==> config.mk <==
export PLATFORM = sky130hd
export DESIGN_NAME = mealy_run_gate
export DESIGN_NICKNAME = d
export VERILOG_FILES = /design/src/rtl/mealy_run_gate_pkg.sv /design/src/rtl/mealy_run_gate_nbit_register.sv /design/src/rtl/mealy_run_gate.sv
export SDC_FILE = /design/constraint.sdc
export NUM_CORES = 1
export LEC_CHECK = 0
export ABC_CLOCK_PERIOD_IN_PS = 2600
export CORE_AREA = 3 3 40 42
export CTS_BUF_LIST = sky130_fd_sc_hd__clkbuf_8
export DETAILED_ROUTE_END_ITERATION = 8
export DIE_AREA = 0 0 43 45
export HOLD_SLACK_MARGIN = 0.02
export PLACE_DENSITY = 0.77
export SYNTH_ARGS = -nofsm -noshare
export SYNTH_HDL_FRONTEND = slang
export SYNTH_SLANG_ARGS = --single-unit
==> constraint.sdc <==
create_clock -name CLK -period 2.6 [get_ports CLK]
set_clock_uncertainty 0.2 [all_clocks]
set_input_delay 0.52 -clock CLK [delete_from_list [all_inputs] [get_ports CLK]]
set_output_delay 0.52 -clock CLK [all_outputs]
set_load 0.005 [all_outputs]
==> src/rtl/mealy_run_gate_pkg.sv <==
// Shared state encoding and helpers for the Mealy run-gating controller.
// Code 2'd3 is unused and steers back to ST_IDLE.
package mealy_run_gate_pkg;

    typedef enum logic [1:0] {
        ST_IDLE  = 2'd0,
        ST_COUNT = 2'd1,
        ST_HOLD  = 2'd2
    } gate_state_t;

    function automatic logic isHoldState(input gate_state_t s);
        return s == ST_HOLD;
    endfunction

endpackage

==> src/rtl/mealy_run_gate_nbit_register.sv <==
// WIDTH-bit D/Q register with load enable and async active-high reset.
// Reset value is a parameter so one cell serves both count and limit.
module nbit_register #(
    parameter int                 WIDTH   = 4,
    parameter logic [WIDTH-1:0]   RST_VAL = '0
) (
    input  logic             clk,
    input  logic             rst,
    input  logic             en,
    input  logic [WIDTH-1:0] d,
    output logic [WIDTH-1:0] q
);

    always_ff @(posedge clk or posedge rst) begin
        if (rst) begin
            q <= RST_VAL;
        end else if (en) begin
            q <= d;
        end
    end

endmodule

==> src/rtl/mealy_run_gate.sv <==
// Mealy run gate: forwards RunIN while the latched limit is not reached,
// with wrap/hold terminal handling, clear, done pulse and count visibility.
module mealy_run_gate
    import mealy_run_gate_pkg::*;
#(
    parameter int WIDTH     = 4,
    parameter bit WRAP_MODE = 1'b1
) (
    input  logic             CLK,
    input  logic             ResetIN,
    input  logic             RunIN,
    input  logic             ClearIN,
    input  logic [WIDTH-1:0] LimitIN,
    output logic             RunOUT,
    output logic             ResetOUT,
    output logic [WIDTH-1:0] CountOUT,
    output logic             DoneOUT,
    output logic             HoldOUT
);

    gate_state_t      state;
    gate_state_t      stateNext;
    logic [WIDTH-1:0] count;
    logic [WIDTH-1:0] countNext;
    logic [WIDTH-1:0] limitQ;
    logic             countEn;
    logic             limitEn;
    logic             doneNext;
    logic             term;

    nbit_register #(.WIDTH(WIDTH), .RST_VAL('0)) countReg (
        .clk (CLK),
        .rst (ResetIN),
        .en  (countEn),
        .d   (countNext),
        .q   (count)
    );

    nbit_register #(.WIDTH(WIDTH), .RST_VAL({WIDTH{1'b1}})) limitReg (
        .clk (CLK),
        .rst (ResetIN),
        .en  (limitEn),
        .d   (LimitIN),
        .q   (limitQ)
    );

    // In IDLE the limit is not latched yet, so look at the live input.
    assign term = (state == ST_IDLE) ? (LimitIN == '0)
                                     : (count == limitQ);

    assign RunOUT   = RunIN & ~term & ~isHoldState(state) & ~ResetIN;
    assign ResetOUT = ResetIN;
    assign CountOUT = count;
    assign HoldOUT  = isHoldState(state);

    always_comb begin
        stateNext = state;
        countNext = count;
        countEn   = 1'b0;
        limitEn   = 1'b0;
        doneNext  = 1'b0;
        if (ClearIN) begin
            stateNext = ST_IDLE;
            countNext = '0;
            countEn   = 1'b1;
        end else begin
            unique case (state)
                ST_IDLE: begin
                    if (RunIN) begin
                        limitEn   = 1'b1;
                        stateNext = ST_COUNT;
                        countEn   = 1'b1;
                        if (term) begin
                            doneNext  = 1'b1;
                            countNext = '0;
                            if (!WRAP_MODE) stateNext = ST_HOLD;
                        end else begin
                            countNext = WIDTH'(1);
                        end
                    end
                end
                ST_COUNT: begin
                    if (RunIN) begin
                        countEn = 1'b1;
                        if (term) begin
                            doneNext = 1'b1;
                            if (WRAP_MODE) begin
                                countNext = '0;
                            end else begin
                                countEn   = 1'b0;
                                stateNext = ST_HOLD;
                            end
                        end else begin
                            countNext = count + WIDTH'(1);
                        end
                    end
                end
                ST_HOLD: begin
                    stateNext = ST_HOLD;
                end
                default: begin
                    stateNext = ST_IDLE;
                    countNext = '0;
                    countEn   = 1'b1;
                end
            endcase
        end
    end

    always_ff @(posedge CLK or posedge ResetIN) begin
        if (ResetIN) begin
            state   <= ST_IDLE;
            DoneOUT <= 1'b0;
        end else begin
            state   <= stateNext;
            DoneOUT <= doneNext;
        end
    end

endmodule

Word-level counts from Yosys, hierarchy flattened
Cells that the tools add are included. W data, S select, Z words.

Bits in latches: 0. Register bits after elaboration: 11. Memory bits (read-only): 0. Input port bits: 8. RAM bits: 0. Memories: 0.

Bitwise operators: 6. $lt $le $gt $ge: 0. Shift operators: 0. Add/subtract/negate cells: 1. $mul: 0. Div/mod/pow operators: 0. Muxes and demuxes: 19. Reduce and logical (&&, ||, !) cells: 5. Equality and inequality tests: 7.

Operator list (number): $mux W4 (4); $pmux W4 S3 (1); $mux W1 (10); $ne A3 B3 Y1 const B (2); $pmux W2 S3 (1); $add A4 B1 Y4 const B (1); $eq A4 B4 Y1 (1); $logic_not A4 Y1 (1); $mux W2 (2); $ne A2 B2 Y1 const B (2); $reduce_and A4 Y1 (1); $and A1 B1 Y1 (3); $not A1 Y1 (3); $eq A2 B1 Y1 const B (1); $eq A2 B2 Y1 const B (1); $logic_not A2 Y1 (1); $pmux W1 S2 (1); $reduce_and A2 Y1 (1); $reduce_or A2 Y1 (1).

Longest topological paths before layout
Gate-level depths: netlist of run 1.

Depth in word-level cells: 6. Depth in mapped cells: 5. Depth with buffers taken out: 4.

Cells and area by module
Synthesis of run 1 repeated with hierarchy kept, for this count alone.

Cells, all modules: 71. Area total of the unflattened synthesis: 701.9 um2.

Modules (own cells, without submodules): mealy_run_gate (area an instance 399.1 um2, times used 1, cells an instance 53); nbit_register at limitReg (area an instance 153.9 um2, times used 1, cells an instance 9); nbit_register at countReg (area an instance 148.9 um2, times used 1, cells an instance 9).

Worst setup path after synthesis of run 1
No wires, ideal clock.

Path kind: register -> output. From: reg limitReg.q[1]. To: out RunOUT. Data arrival time: 1.394 ns. Cell stages (with the launch flop): 5. Path slack: 0.486 ns. Path buffers: 0. Required time: 1.880 ns. Cells stage by stage: dfstp_2 xor2_1 or4_4 o21ai_1 nor4b_1.

Longest elaborated chain between the ends: 6.

RTL lines: from (decl) (RTL line mealy_run_gate_nbit_register.sv:11) `output logic [WIDTH-1:0] q`; from (signal assigned) (RTL line mealy_run_gate_nbit_register.sv:16) `q <= RST_VAL;`; from (signal assigned) (RTL line mealy_run_gate_nbit_register.sv:18) `q <= d;`; $eq A4 B4 Y1 (RTL line mealy_run_gate.sv:49) `: (count == limitQ);`; $mux W1 (RTL line mealy_run_gate.sv:48) `assign term = (state == ST_IDLE) ? (LimitIN == '0)`; $not A1 Y1 (RTL line mealy_run_gate.sv:51) `assign RunOUT = RunIN & ~term & ~isHoldState(state) & ~ResetIN;`; $and A1 B1 Y1 (3 in a row) (RTL line mealy_run_gate.sv:51); to (decl) (RTL line mealy_run_gate.sv:14) `output logic RunOUT,`.

No other way between the ends.

Worst setup path in the final report of run 1
From: reg limitReg.q[2]. To: out RunOUT.

The elaborated chain is that of the path after synthesis.

==> flow_summary.json, run 1 <==
{
  "status": "complete, no violations",
  "die_h_um": 45,
  "coreArea_mm2": 0.00128,
  "p_leak_nw": 0.368,
  "syn-num-nets": 63,
  "path_class": "reg -> out",
  "ir_drop_mv": 0.376,
  "yosysWarningCount": 0,
  "tns_ns": 0,
  "synth_cell_type_count": 25,
  "finalMaxSlewViolations": 0,
  "die-area_mm2": 0.00194,
  "start_util": 0.453,
  "clk_pin_slew_ns": 0.05,
  "rsz0062_at_grt": "no",
  "grt_util_all_layers": 0.142,
  "portBuffers": 15,
  "die_x_um": 43,
  "ios": 16,
  "crit_family": "simple AND/OR/NAND/NOR gates",
  "fmax_ghz": 0.394,
  "grt_max_degree": 12,
  "ys_ff_latch": 11,
  "synth_edf_count": 0,
  "max_slew_margin": 0.716,
  "fin_worst_hold_slack_ns": 0.366,
  "critPathRequiredTime_ns": 1.88,
  "postRouteAntennaNets": 0,
  "period_needed_ns": 2.54,
  "insertion_delay_ns": 0.24,
  "gp_congestion": 0.802,
  "place_ws_ns": -0.154,
  "grt_pass1_vias": 469,
  "crit_path_end_kind": "primary output",
  "synthFlopType": "dfrtp_1",
  "rows": 13,
  "n_fill_cell": 103,
  "ys_seq_area_frac": 0.482,
  "p_per_area_mw_per_mm2": 549,
  "drc": 0,
  "cts_tree": "built",
  "antenna_cells": 0,
  "final_hold_viol_count": 0,
  "worst_slack_ns": 0.0600,
  "fin_util": 0.648,
  "syn_area_um2": 582,
  "postSynthCellCount": 54,
  "wl_per_cell_um": 12.6,
  "crit_chain": "xor2_1 -> or4_4 -> o21ai_2 -> nor4b_1 -> clkdlybuf4s15_1",
  "drt_wl_total_mm": 1.16,
  "cts.sinks": 11,
  "crit_buf_inv": 1,
  "overflow": 0,
  "root_buffer": "clkbuf_8",
  "vias": 480,
  "crit_fanout": 2,
  "async_flop_share": 1.00,
  "numCtsBuffers": 3,
  "maxCapViolations": 0,
  "viasPerCell": 5.22,
  "grt_pass1_wl_mm": 1.97,
  "place.detailed.hpwl_um": 896,
  "drt_iter0_drc": 7,
  "tightestPinTransition_ns": 0.420,
  "htreeDepth": 1,
  "drive_gt1_frac": 0.273,
  "syn_to_final_growth_pct": 43.2,
  "antenna_found_initial": 0,
  "cp-start-kind": "register",
  "crit_arrival_ns": 1.82,
  "post-route-period-util": 0.977,
  "max_stage_delay_ns": 0.55,
  "nets": 87,
  "cp_slowest_cell": "or4_4",
  "dr.pass1.iters": 4,
  "hold_path_class": "reg -> reg",
  "clock_path_buffers": 2,
  "final-setup-viol-count": 0,
  "syn_avg_cell_area_um2": 10.8
}
## flip-flops by register name, indices dropped and copies added (netlist names)
signal,cells
DoneOUT,1
countReg.q,4
limitReg.q,4
state,2
## cells by family after synthesis
group,count (synthesis),synth area share
AOI/OAI and AO/OA,9,0.120
xor gates and xnor gates,5,0.0753
adders and majority gates,1,0.0215
buffers and inverters,4,0.0323
DFF,11,0.482
muxes,5,0.0968
and+or+nand+nor,19,0.172
## report_power, final
| group | internal (mW) | leakage [nW] | switching [mW] | total [mW] |
|---|---|---|---|---|
| registers | 0.196 | 0.137 | 0.0116 | 0.208 |
| clock network | 0.103 | 0.0269 | 0.0593 | 0.162 |
| logic | 0.0506 | 0.203 | 0.0364 | 0.0870 |
## layout make-up
cell class                 count  area, um^2  share of cell area
multi-input combinational     39         287               0.344
sequential                    11         280               0.336
timing repair buffer          21         195               0.234
clock buffer                   3        41.3              0.0495
tap                           15        18.8              0.0225
inverter                       2        7.51             0.00901
clock inverter                 1        3.75             0.00450
## Yosys cell counts (2+ instances only)
| cell | count | area, um^2 |
|---|---|---|
| inv_1 | 2 | 7.51 |
| dfstp_2 | 4 | 105 |
| mux2_2 | 5 | 56.3 |
| nor2b_1 | 3 | 18.8 |
| dfrtp_1 | 7 | 175 |
| nor2_1 | 4 | 15.0 |
| nand2_1 | 5 | 18.8 |
| nor3_1 | 2 | 10.0 |
| o31ai_1 | 2 | 15.0 |
| xor2_1 | 5 | 43.8 |
## metrics by stage
step	area [um^2]	total power, mW	cells
finish	833	0.457	92
global route	833	0.482	92
CTS	833	0.464	92
detailed placement	777	0.295	87
global placement	777	0.293	87
floorplan	582	0.258	54
## tightest hold or removal path, delay by kind of cell (launching register included)
family          cells  cell delay [ns]
simple gates        1             0.07
flops               1             0.41
compound gates      1             0.06
## cells in the final DEF (no fill, tap or decap), types with 2 or more instances in the layout
cell type | Yosys | final
dfstp_2 | 4 | 4
nor2_1 | 4 | 4
o31ai_1 | 2 | 2
clkdlybuf4s50_1 | 0 | 14
nor2b_1 | 3 | 3
inv_1 | 2 | 3
nor3_1 | 2 | 2
mux2_2 | 5 | 5
nand2_1 | 5 | 5
buf_4 | 1 | 6
clkbuf_8 | 0 | 3
dfrtp_1 | 7 | 7
xor2_1 | 5 | 5
## repair_timing
action | CTS | global route
endpoints found under the setup margin | 1 | 0
resized for setup | 3 | 0
buffers inserted | 1 | 0
hold buffers | 0 | 0
## routing by layer
| layer | GRT usage | part of all wire | vias up |
|---|---|---|---|
| met1 | 0.176 | 0.46 | 227 |
| met2 | 0.222 | 0.48 | 10 |
| met5 | 0 | 0 | - |
| met3 | 0.0598 | 0.050 | 0 |
| met4 | 0.0542 | 0 | 0 |
| li1 | - | - | 243 |
## path summary, 6_finish.rpt
| path | from | end | slack [ns] | cells after the start |
|---|---|---|---|---|
| max in group asynchronous | ResetIN | limitReg.q[0]$_DFFE_PP1P_ | 1.44 | 2 |
| worst max-delay path | limitReg.q[2]$_DFFE_PP1P_ | RunOUT | 0.06 | 5 |
| worst min register to register | countReg.q[3]$_DFFE_PP0P_ | countReg.q[3]$_DFFE_PP0P_ | 0.37 | 2 |
| worst max register to register | limitReg.q[2]$_DFFE_PP1P_ | countReg.q[2]$_DFFE_PP0P_ | 0.56 | 5 |
| worst min-delay path | countReg.q[3]$_DFFE_PP0P_ | countReg.q[3]$_DFFE_PP0P_ | 0.37 | 2 |
| min in group asynchronous | ResetIN | countReg.q[1]$_DFFE_PP0P_ | 0.43 | 2 |
(Power assumes the default switching activity.)
==> run 2: changes to the inputs <==
--- a/config.mk
+++ b/config.mk
@@ -7,7 +7,6 @@
 export LEC_CHECK = 0
 export ABC_CLOCK_PERIOD_IN_PS = 2600
 export CORE_AREA = 3 3 40 42
-export CTS_BUF_LIST = sky130_fd_sc_hd__clkbuf_8
 export DETAILED_ROUTE_END_ITERATION = 8
 export DIE_AREA = 0 0 43 45
 export HOLD_SLACK_MARGIN = 0.02
==> flow_summary.json, run 2 (synthesis results as in run 1) <==
{
  "cts.sinks": 11,
  "antenna_cells": 0,
  "place.detailed.hpwl_um": 896,
  "dr.pass1.iters": 4,
  "n_fill_cell": 109,
  "worst_slack_ns": 0.0788,
  "drt_iter0_drc": 11,
  "ir_drop_mv": 0.319,
  "postCtsHoldBufs": 0,
  "stdcell_count": 92,
  "status": "complete, no violations",
  "nets": 87,
  "coreArea_mm2": 0.00128,
  "drive_gt1_frac": 0.286,
  "grt_use_met1": 0.174,
  "cts_tree": "built",
  "htreeDepth": 1,
  "place_area_um2": 777,
  "crit_arrival_ns": 1.80,
  "max_slew_margin": 0.716,
  "post-route-period-util": 0.970,
  "grt_util_all_layers": 0.149,
  "crit_path_end_kind": "primary output",
  "largest_registers": "countReg.q: 4 flops, limitReg.q: 4 flops, state: 2 flops",
  "postRouteAntennaNets": 0,
  "viasPerCell": 5.13,
  "portBuffers": 15,
  "vias": 472,
  "grt_util_met3": 0.0598,
  "antenna_found_initial": 0,
  "ios": 16,
  "fmax_ghz": 0.397,
  "p_per_area_mw_per_mm2": 505,
  "multi_input_area_um2": 287,
  "p_leak_nw": 0.356,
  "wl_per_cell_um": 12.9,
  "die_h_um": 45,
  "overflow": 0,
  "use_met2": 0.222,
  "grt_max_degree": 12,
  "insertion_delay_ns": 0.28,
  "die-area_mm2": 0.00194,
  "seq_area_um2": 280,
  "dp.cells": 87,
  "start_util": 0.453,
  "busiest_layer": "met2",
  "grt_pass1_wl_mm": 1.98,
  "cp-start-kind": "register",
  "final_cell_mix": "clkdlybuf4s50_1 (14), dfrtp_1 (7), buf_4 (6)",
  "final_hold_viol_count": 0,
  "crit_fanout": 2,
  "clk_pin_slew_ns": 0.07,
  "rsz0062_at_grt": "no",
  "finalInstanceArea_um2": 810,
  "finalMaxSlewViolations": 0,
  "die_x_um": 43,
  "gp_congestion": 0.802,
  "grt_pass1_vias": 466,
  "final_common_cell": "clkdlybuf4s50_1",
  "path_class": "reg -> out",
  "period_needed_ns": 2.52,
  "syn_to_final_growth_pct": 39.1,
  "drt_wl_total_mm": 1.19,
  "rows": 13,
  "drc": 0,
  "final-setup-viol-count": 0,
  "maxCapViolations": 0,
  "root_buffer": "clkbuf_4",
  "critPathRequiredTime_ns": 1.88,
  "numCtsBuffers": 3,
  "tightestPinTransition_ns": 0.421,
  "hold_path_class": "reg -> reg",
  "clock_path_buffers": 2,
  "place_ws_ns": -0.154
}
[run 2: changes by cell type in the layout (fill, tap and decap cells not counted)]
cell,change
clkbuf_8,-3
clkbuf_4,+3
clkdlybuf4s15_1,-1
inv_1,-1
clkbuf_2,+1
clkbuf_1,+1
[run 2: path summary, 6_finish.rpt]
kind	from	end	slack, ns	cells past startpoint
worst min register to register	countReg.q[3]$_DFFE_PP0P_	countReg.q[3]$_DFFE_PP0P_	0.37	2
min in group asynchronous	ResetIN	countReg.q[1]$_DFFE_PP0P_	0.38	2
worst max register to register	limitReg.q[2]$_DFFE_PP1P_	countReg.q[2]$_DFFE_PP0P_	0.56	5
worst min-delay path	countReg.q[3]$_DFFE_PP0P_	countReg.q[3]$_DFFE_PP0P_	0.37	2
max in group asynchronous	ResetIN	limitReg.q[1]$_DFFE_PP1P_	1.48	2
worst max-delay path	limitReg.q[2]$_DFFE_PP1P_	RunOUT	0.08	5
[run 2: repair_timing]
item	4_1_cts	5_1_grt
endpoints found under the setup margin	1	1
buffers inserted	1	0
pin swaps	2	1
resized for setup	3	1
hold endpoints to repair	0	0
[run 2: power breakdown]
| group | total, mW | internal [mW] | switching [mW] |
|---|---|---|---|
| sequential | 0.207 | 0.196 | 0.0117 |
| combinational | 0.0864 | 0.0502 | 0.0362 |
| clock | 0.115 | 0.0594 | 0.0554 |
[run 2: worst max-delay path, stage by stage (launching register included)]
cell      delay [ns]
dfstp_2         0.54
xor2_1          0.08
or4_4           0.55
o21ai_2         0.17
nor4b_1         0.07
clkbuf_2        0.12
[run 2: cell type report]
cell class,instances,share of cell area
clock buffers,4,0.0325
flip-flops and latches,11,0.346
multi-input cells,39,0.354
well taps,15,0.0232
inverters,2,0.00927
repair buffers,21,0.235
[run 2: routing by layer]
| metal | share of wire | wire length (um) |
|---|---|---|
| met1 | 0.45 | 536 |
| met2 | 0.46 | 550 |
| met5 | 0 | 0 |
| met4 | 0.034 | 40 |
| met3 | 0.049 | 58 |
[run 2: per-stage QoR]
stage | hold slack [ns] | utilization | power (mW) | setup TNS (ns)
finish | 0.373 | 0.630 | 0.409 | 0
global route | 0.415 | 0.630 | 0.431 | 0
CTS | 0.371 | 0.634 | 0.415 | 0
detailed placement | 0.354 | 0.605 | 0.295 | -0.154
global placement | 0.348 | 0.605 | 0.293 | -0.147
floorplan | 0.170 | - | 0.258 | 0
